[src/rtl/multicycle_ctrl.sv]
// Control FSM for a multicycle RV32I core: decodes the fetched instruction and
// sequences fetch, execute, data-memory and write-back strobes for the datapath.
module multicycle_ctrl #(
  parameter logic [31:0] RESET_PC = 32'h0000_0000,
  parameter bit          TRAP_EN  = 1'b1,
  parameter int          ALUCTR_W = 5
) (
  input  logic                clk,
  input  logic                rst_n,
  input  logic                imem_ack,
  input  logic [31:0]         imem_rdata,
  input  logic                dmem_ack,
  input  logic                br_taken,
  output logic                imem_req,
  output logic                dmem_req,
  output logic                dmem_we,
  output logic                ir_we,
  output logic                pc_we,
  output logic [1:0]          pc_sel,
  output logic                reg_we,
  output logic [1:0]          wb_sel,
  output logic                alu_a_sel,
  output logic                alu_b_sel,
  output logic [ALUCTR_W-1:0] alu_ctr,
  output logic [2:0]          ext_op,
  output logic [2:0]          mem_op,
  output logic                trap
);

  typedef enum logic [2:0] {
    S_FETCH, S_DECODE, S_EXEC, S_MEM, S_WB, S_TRAP
  } state_t;

  typedef enum logic [2:0] {
    K_ALU, K_LOAD, K_STORE, K_BRANCH, K_JAL, K_JALR, K_ILL
  } kind_t;

  state_t      r_state, w_next;
  logic        r_run;
  logic [6:0]  r_opcode;
  logic [2:0]  r_funct3;
  logic [6:0]  r_funct7;
  kind_t       r_kind, w_kind;
  logic [4:0]  r_alu, w_alu;
  logic [2:0]  r_ext, w_ext;
  logic [2:0]  r_mem, w_mem;
  logic        r_a, w_a;
  logic        r_b, w_b;
  logic [1:0]  r_wb, w_wb;
  logic        w_legal;

  // Register/immediate fields are consumed by the datapath, and the reset PC
  // is loaded there too; the controller only needs opcode, funct3 and funct7.
  logic w_unused;
  assign w_unused = ^{imem_rdata[24:15], imem_rdata[11:7], RESET_PC};

  // r_run keeps imem_req low until the first clock edge after reset release.
  always_ff @(posedge clk or negedge rst_n) begin
    if (!rst_n) begin
      r_state <= S_FETCH;
      r_run   <= 1'b0;
    end else begin
      r_state <= w_next;
      r_run   <= 1'b1;
    end
  end

  always_ff @(posedge clk or negedge rst_n) begin
    if (!rst_n) begin
      r_opcode <= '0;
      r_funct3 <= '0;
      r_funct7 <= '0;
    end else if (ir_we) begin
      r_opcode <= imem_rdata[6:0];
      r_funct3 <= imem_rdata[14:12];
      r_funct7 <= imem_rdata[31:25];
    end
  end

  always_ff @(posedge clk or negedge rst_n) begin
    if (!rst_n) begin
      r_kind <= K_ALU;
      r_alu  <= '0;
      r_ext  <= '0;
      r_mem  <= '0;
      r_a    <= 1'b0;
      r_b    <= 1'b0;
      r_wb   <= '0;
    end else if (r_state == S_DECODE) begin
      r_kind <= w_kind;
      r_alu  <= w_alu;
      r_ext  <= w_ext;
      r_mem  <= w_mem;
      r_a    <= w_a;
      r_b    <= w_b;
      r_wb   <= w_wb;
    end
  end

  always_comb begin
    w_legal = 1'b1;
    w_kind  = K_ALU;
    w_alu   = 5'd0;
    w_ext   = 3'b000;
    w_mem   = 3'b000;
    w_a     = 1'b0;
    w_b     = 1'b0;
    w_wb    = 2'b00;
    case (r_opcode)
      7'b0110011: begin
        w_alu = {2'b00, r_funct3};
        if (r_funct7 == 7'b0100000 && r_funct3 == 3'b000) w_alu = 5'd8;
        else if (r_funct7 == 7'b0100000 && r_funct3 == 3'b101) w_alu = 5'd9;
        else if (r_funct7 != 7'b0000000) w_legal = 1'b0;
      end
      7'b0010011: begin
        w_alu = {2'b00, r_funct3};
        w_b   = 1'b1;
        if (r_funct3 == 3'b001 && r_funct7 != 7'b0000000) w_legal = 1'b0;
        if (r_funct3 == 3'b101) begin
          if (r_funct7 == 7'b0100000) w_alu = 5'd9;
          else if (r_funct7 != 7'b0000000) w_legal = 1'b0;
        end
      end
      7'b0000011: begin
        w_kind = K_LOAD;
        w_b    = 1'b1;
        w_wb   = 2'b01;
        case (r_funct3)
          3'b000:  w_mem = 3'b000;
          3'b001:  w_mem = 3'b010;
          3'b010:  w_mem = 3'b100;
          3'b100:  w_mem = 3'b001;
          3'b101:  w_mem = 3'b011;
          default: w_legal = 1'b0;
        endcase
      end
      7'b0100011: begin
        w_kind = K_STORE;
        w_b    = 1'b1;
        w_ext  = 3'b011;
        case (r_funct3)
          3'b000:  w_mem = 3'b000;
          3'b001:  w_mem = 3'b010;
          3'b010:  w_mem = 3'b100;
          default: w_legal = 1'b0;
        endcase
      end
      7'b1100011: begin
        w_kind = K_BRANCH;
        w_ext  = 3'b001;
        case (r_funct3)
          3'b000:  w_alu = 5'd10;
          3'b001:  w_alu = 5'd11;
          3'b100:  w_alu = 5'd12;
          3'b101:  w_alu = 5'd13;
          3'b110:  w_alu = 5'd14;
          3'b111:  w_alu = 5'd15;
          default: w_legal = 1'b0;
        endcase
      end
      7'b1100111: begin
        w_kind = K_JALR;
        w_b    = 1'b1;
        w_wb   = 2'b10;
        if (r_funct3 != 3'b000) w_legal = 1'b0;
      end
      7'b1101111: begin
        w_kind = K_JAL;
        w_a    = 1'b1;
        w_b    = 1'b1;
        w_ext  = 3'b010;
        w_wb   = 2'b10;
      end
      7'b0010111: begin
        w_a   = 1'b1;
        w_b   = 1'b1;
        w_ext = 3'b100;
      end
      7'b0110111: begin
        w_alu = 5'd16;
        w_b   = 1'b1;
        w_ext = 3'b100;
      end
      default: w_legal = 1'b0;
    endcase
    if (!w_legal) w_kind = K_ILL;
  end

  always_comb begin
    w_next = r_state;
    case (r_state)
      S_FETCH:  if (r_run && imem_ack) w_next = S_DECODE;
      S_DECODE: begin
        if (w_kind == K_ILL) w_next = TRAP_EN ? S_TRAP : S_WB;
        else                 w_next = S_EXEC;
      end
      S_EXEC: begin
        if (r_kind == K_LOAD || r_kind == K_STORE) w_next = S_MEM;
        else if (r_kind == K_BRANCH)               w_next = S_FETCH;
        else                                       w_next = S_WB;
      end
      S_MEM:  if (dmem_ack) w_next = (r_kind == K_STORE) ? S_FETCH : S_WB;
      S_WB:   w_next = S_FETCH;
      S_TRAP: w_next = S_TRAP;
      default: w_next = S_FETCH;
    endcase
  end

  always_comb begin
    imem_req = 1'b0;
    ir_we    = 1'b0;
    dmem_req = 1'b0;
    dmem_we  = 1'b0;
    pc_we    = 1'b0;
    pc_sel   = 2'b00;
    reg_we   = 1'b0;
    trap     = 1'b0;
    case (r_state)
      S_FETCH: begin
        imem_req = r_run;
        ir_we    = r_run & imem_ack;
      end
      S_EXEC: begin
        if (r_kind == K_BRANCH) begin
          pc_we  = 1'b1;
          pc_sel = br_taken ? 2'b01 : 2'b00;
        end
      end
      S_MEM: begin
        dmem_req = 1'b1;
        dmem_we  = (r_kind == K_STORE);
        pc_we    = (r_kind == K_STORE) & dmem_ack;
      end
      S_WB: begin
        pc_we  = 1'b1;
        reg_we = (r_kind != K_ILL);
        if (r_kind == K_JAL)       pc_sel = 2'b01;
        else if (r_kind == K_JALR) pc_sel = 2'b10;
      end
      S_TRAP: trap = 1'b1;
      default: ;
    endcase
  end

  assign alu_ctr   = ALUCTR_W'(r_alu);
  assign ext_op    = r_ext;
  assign mem_op    = r_mem;
  assign alu_a_sel = r_a;
  assign alu_b_sel = r_b;
  assign wb_sel    = r_wb;

endmodule

[config.mk]
export PLATFORM = sky130hd
export DESIGN_NAME = multicycle_ctrl
export DESIGN_NICKNAME = d
export VERILOG_FILES = /design/src/rtl/multicycle_ctrl.sv
export SDC_FILE = /design/constraint.sdc
export NUM_CORES = 1
export LEC_CHECK = 0
export BUFFER_PORTS_ARGS = -buffer_cell sky130_fd_sc_hd__clkbuf_2
export CAP_MARGIN = 10
export CORE_ASPECT_RATIO = 1.25
export CORE_MARGIN = 2
export CORE_UTILIZATION = 45
export DETAILED_ROUTE_END_ITERATION = 12
export PLACE_DENSITY = 0.72
export SLEW_MARGIN = 20
export SYNTH_ARGS = -nofsm -noshare
export SYNTH_HDL_FRONTEND = slang
export SYNTH_SLANG_ARGS = --single-unit
[constraint.sdc]
create_clock -name clk -period 2.4 [get_ports clk]
set_input_delay 0.48 -clock clk [delete_from_list [all_inputs] [get_ports clk]]
set_output_delay 0.48 -clock clk [all_outputs]
set_load 0.005 [all_outputs]
==> results of run 1 <==
[registers in the layout (all words and copies together) (netlist names)]
signal     flops
r_state        3
r_opcode       7
ext_op         3
alu_a_sel      1
wb_sel         2
r_funct3       3
alu_b_sel      1
alu_ctr        5
mem_op         3
r_funct7       7
r_run          1
r_kind         3
[worst max-delay path, cell delays in order (launching register included)]
cell and delay, ns:
dfrtp_1 0.57, nor2b_1 0.22, nand3b_1 0.16, nor2_1 0.12, nor2_1 0.05, o22ai_1 0.15, clkbuf_2 0.13
[through the flow]
stage	instances	power (uW)	hold WS, ns
6_report	360	1637	0.2195
5_1_grt	360	1733	0.2710
4_1_cts	360	1647	0.2462
3_5_place_dp	353	1207	0.4651
3_3_place_gp	353	1195	0.4534
2_1_floorplan	257	1097	0.1844
[kinds of logic (layout without fill, tap and decap cells)]
kind of cell	after synthesis	after routing	share of synthesized area, %
flops	39	39	44.78
compound gates	54	54	16.25
buf+inv	22	65	4.649
fa+ha+maj	4	4	2.296
xor+xnor	2	2	0.8038
simple gates	135	135	31.06
other cells	1	1	0.1721
[path summary, 6_finish.rpt]
path | slack [ns] | to | startpoint | cells past startpoint
worst max-delay path | 0.23 | pc_we | r_state[1] | 6
worst max register to register | 0.37 | r_kind[0] | r_funct3[2] | 5
max in group asynchronous | 1.83 | r_opcode[6] | rst_n | 2
worst min-delay path | 0.22 | r_state[0] | rst_n | 2
worst min register to register | 0.47 | r_funct7[4] | r_funct7[4] | 2
min in group clk | 0.37 | r_opcode[1] | imem_rdata[1] | 3
[power by group]
group	leakage (uW)	internal [uW]	switching, uW	total [uW]
Clock	0.0000470	225	216	442
Combinational	0.000680	149	190	339
Sequential	0.000500	730	127	857
Total	0.00123	1100	534	1640
[routing by layer]
metal | vias up | share of wire, % | track usage [%]
met5 | - | 0 | 0
met4 | 0 | 1.8 | 6.122
met3 | 8 | 5.1 | 3.973
met2 | 56 | 48 | 32.30
li1 | 973 | - | -
met1 | 876 | 45 | 25.37
[placed cells by master (no fill, tap or decap), drive strengths merged, types with 2 or more instances in the layout]
| cell type | netlist | final |
|---|---|---|
| nor3 | 7 | 7 |
| dfrtp | 39 | 39 |
| or3 | 3 | 3 |
| clkbuf | 8 | 51 |
| buf | 6 | 5 |
| and4bb | 2 | 2 |
| inv | 8 | 8 |
| xor2 | 2 | 2 |
| nor2 | 23 | 23 |
| o21ai | 19 | 19 |
| nand3 | 7 | 7 |
| a21oi | 12 | 12 |
| ha | 4 | 4 |
| a31o | 2 | 2 |
| nand2 | 66 | 66 |
| nor2b | 3 | 3 |
| o31ai | 4 | 4 |
| nand2b | 3 | 3 |
| o22ai | 3 | 3 |
| nand4 | 4 | 4 |
| nor3b | 2 | 2 |
| a31oi | 7 | 7 |
| and2 | 2 | 2 |
| nand3b | 5 | 5 |
[final cells by class]
class | count | area, um2 | area share (%)
Clock inverter | 1 | 5.005 | 0.1975
Tap cell | 60 | 75.07 | 2.963
Sequential cell | 39 | 975.9 | 38.52
Timing Repair Buffer | 50 | 262.8 | 10.37
Inverter | 8 | 30.03 | 1.185
Multi-Input combinational cell | 196 | 1102 | 43.51
Clock buffer | 6 | 82.58 | 3.259
==> impl_results.md, run 1 <==
* Period minus WS final at between 2 and 2.5 ns
* Cells after synthesis at between 200 and 300
* Initial antenna violation count at 0
* Area share of the largest cell type after synthesis at between 40 and 50%
* Syn_nets at between 200 and 300
* Starting Density at between 40% and 50%
* Max-slew violations at 0
* Nets at approximately 340
* RSZ-0062 raised after global routing: no
* First-pass GRT wire length at between 8 and 9 mm
* DRC at 0
* Final instance area at 0.002534 mm2
* Final Core Density at 53.97%
* Synth top area cells: dfrtp_1, nand2_1, nor2_1, o21ai_0, a21oi_1
* Area leader, netlist: dfrtp_1
* Number of flops mapped to enable cells by yosys at 0
* Final setup viols at 0
* Setup WS pre-CTS at around 0.39 ns
* Count leader, synth: nand2_1
* Row cnt at 28
* Fill cell count at between 400 and 500
* Post-Syn Area at approximately 0.0022 mm2
* Peak Freq at approximately 0.46 GHz
* Fin. Hold Viols at 0
* Final TNS setup at 0 ns
* Final worst-path cycle share at around 90%
* Clk_skew at ~0.011 ns
* DR WL/cell at 13.29 um
* # diodes at 0
* CTS root buffer: clkbuf_8
* Maxcap violations at 0
* Overall die area at around 0.0054 mm2
* Register area share after synthesis at 44.78%
* Vias in the first global route at between 1500 and 2000
* DP HPWL at around 3.5 mm
* P_leak at 0.001228 uW
* Router iterations before antenna repair at 4
* Critical Path AT at roughly 1.7 ns
* Startpoint Class: flop
* Bufs on Longest Clock Path at 2
* CP Max Fanout at 12
* Number of synthesized register bits at 39
* IO buf count at between 40 and 50
* Synth top cells by count: nand2_1, dfrtp_1, nor2_1
* Worst-Margin Slew at between 0.5 and 0.6 ns
* Vias per inst at ~5.3
* Total grt overflow at 0
* Clk slew on worst S/H paths at roughly 0.080 ns
* Largest net degree at the start of global routing at 40
* Overall routing resource usage at 19.42%
* Via count of the routed design at about 1900
* YS warnings at 0
* Worst setup EP type: output port
* Most common flop cell mapped by yosys: dfrtp_1
* Worst-Skew Late Latency at ~0.29 ns
* Htree depth at 2
* CTS tree: yes
* Final WL at 4.785 mm
* Clock Sinks at 39
* Slew headroom at approximately 62%
* Pwr dens at roughly 650 mW/mm2
* Post-CTS Setup Repair Bufs at 0
* Share of layout cells above drive strength 1 at roughly a quarter
* Gpl congestion at roughly 0.91
* Asr flop ratio synth at 100.0%
* Syn avg cell area at roughly 8.5 um2
* Synth cell types at 52
* P&R area growth vs syn at 16.25%
* Die height at ~82 um
* Final ANT Viol Nets at 0
* CORE AREA at 0.004695 mm2
* Num CTS Buffers at 5
* Hold-fix buffers, CTS at 0
* Number of DRC markers after the initial detailed-route iteration at 126
* Post-Place Cell Area at 0.002446 mm2
* IO Pins at between 60 and 70
* WS Path Type: flop to output port
* Die width at ~66 um
* PostCTS Resize Cnt at 0
* Req. time, crit path at approximately 1.9 ns
* Peak supply drop at around 0.00040 V
* Worst min path class: primary input to async pin
* Final worst-path setup slack at 0.2314 ns
* Status: completed
Power figures use the tool's default switching activity.
==> run 2, diff against run 1 <==
==> constraint.sdc (replaced) <==
create_clock -name clk -period 2.4 [get_ports clk]
set_input_delay 0.24 -clock clk [delete_from_list [all_inputs] [get_ports clk]]
set_output_delay 0.24 -clock clk [all_outputs]
set_load 0.005 [all_outputs]
==> run 2 against run 1 <==
  * Critical path depth did not move
  * Cell count stayed put
  * Sequential share of layout area shrank 0.34 points
  * Combinational power rose by 5%
  * Power is 0.82% higher
  * Count of clock-buffer cells in the layout did not move
  * Sequential cell count unchanged
  * Hold slack worse by 0.084 ns
  * Non-clock buffer count unchanged
  * Cell area grew 0.89%
  * Critical path type unchanged
==> impl_results.md, run 2 (synthesis gave the netlist of run 1 again) <==
* Vias in the first global route at between 1500 and 2000
* P&R area growth vs syn at 17.28%
* Overall routing resource usage at 18.98%
* Number of DRC markers after the initial detailed-route iteration at roughly 150
* Commonest non-fill, non-tap cell in the layout: nand2_1
* Htree depth at 2
* DR WL/cell at about 13 um
* Final worst-path cycle share at 86.89%
* Worst min path class: primary input to flop
* Fin. Hold Viols at 0
* P_leak at 0.001233 uW
* Peak supply drop at 0.0003849 V
* Clock Sinks at 39
* IO Pins at slightly above 60
* Vias per inst at roughly 5.3
* Initial antenna violation count at 0
* Router iterations before antenna repair at 4
* Clk_skew at ~0.0076 ns
* Pwr dens at 645.7 mW/mm2
* CTS tree: yes
* Final TNS setup at 0 ns
* Status: completed
* CORE AREA at between 0.004 and 0.005 mm2
* First-pass GRT wire length at approximately 7.9 mm
* Largest net degree at the start of global routing at 40
* WS Path Type: flop to output port
* Share of layout cells above drive strength 1 at between 20% and 30%
* Num CTS Buffers at 5
* Critical Path AT at approximately 1.9 ns
* Worst-Margin Slew at roughly 0.55 ns
* Worst setup EP type: output port
* Clk slew on worst S/H paths at approximately 0.070 ns
* Max-slew violations at 0
* Total grt overflow at 0
* Die width at between 60 and 70 um
* RSZ-0062 raised after global routing: no
* # diodes at 0
* Most frequent cells in the layout: nand2_1, clkbuf_2, dfrtp_1
* Worst Hold Slack at 0.1354 ns
* Bufs on Longest Clock Path at 2
* Period minus WS final at 2.085 ns
* Worst-Skew Late Latency at a little under 0.3 ns
* Final WL at approximately 4.7 mm
* DP HPWL at around 3.5 mm
* Final setup viols at 0
* Row cnt at 28
* DRC at 0
* Slew headroom at a little under two thirds
* Via count of the routed design at 1915
* Post-Place Cell Area at roughly 0.0024 mm2
* WHS Path Cells at 3
* Peak Freq at about 0.48 GHz
* Nets at between 300 and 400
* CTS root buffer: clkbuf_8
* Startpoint Class: flop
* Starting Density at 46.43%
* Reg2Reg Depth at 5
* CP Max Fanout at 12
* Final ANT Viol Nets at 0
* Maxcap violations at 0
* Gpl congestion at around 0.86
* Final instance area at 0.002556 mm2
* Req. time, crit path at between 2 and 2.5 ns
* IO buf count at 45
* Overall die area at 0.005420 mm2
* Die height at 81.81 um
[run 2: timing repair]
item,CTS,global route
gates resized for setup,0,0
setup endpoints to repair,0,0
hold buffers,0,1
setup buffers,0,0
hold endpoints to repair,0,18
[run 2: area by class of cell]
class	count	area, um2
fillers	450	2138
multi-input cells	196	1102
flip-flops and latches	39	975.9
repair buffers	50	285.3
clock buffers	6	82.58
well taps	60	75.07
inverters	8	30.03
clock inverters	1	5.005
[run 2: layer usage]
| layer | routed length (um) | GRT usage, % | share of wire [%] | up-vias |
|---|---|---|---|---|
| li1 | - | - | - | 975 |
| met2 | 2324 | 32.20 | 49 | 59 |
| met5 | 0 | 0 | 0 | - |
| met1 | 2108 | 24.32 | 45 | 876 |
| met3 | 255 | 4.658 | 5.4 | 5 |
| met4 | 45 | 4.694 | 0.95 | 0 |
[run 2: worst max-delay path: stages, from the launching register on]
cell and delay [ns]:
dfrtp_1 0.57, nor2b_1 0.35, nand3b_1 0.18, nor2_1 0.12, nor2_1 0.04, o22ai_1 0.15
clkbuf_2 0.14
[run 2: through the flow]
stage          setup slack, ns  utilization [%]  cells  total power, uW
2_1_floorplan           0.5871                -    257             1097
3_3_place_gp            0.4228            51.79    351             1200
3_5_place_dp            0.3817            51.79    351             1209
4_1_cts                 0.3117            53.65    358             1652
5_1_grt                0.09555            54.45    360             1752
6_report                0.3147            54.45    360             1651
[run 2: path summary, 6_finish.rpt]
kind / startpoint / endpoint / slack (ns)
max: r_state[1] / pc_we / 0.31
min: imem_rdata[26] / r_funct7[1] / 0.14
max reg2reg: r_funct3[2] / r_kind[0] / 0.37
min reg2reg: ext_op[2] / ext_op[2] / 0.48
max in group asynchronous: rst_n / alu_ctr[1] / 1.46
min in group asynchronous: rst_n / r_run / 0.46
[run 2: where the power goes]
group / switching, uW / internal [uW]
clock network: 218 / 225
registers: 122 / 730
logic: 199 / 157
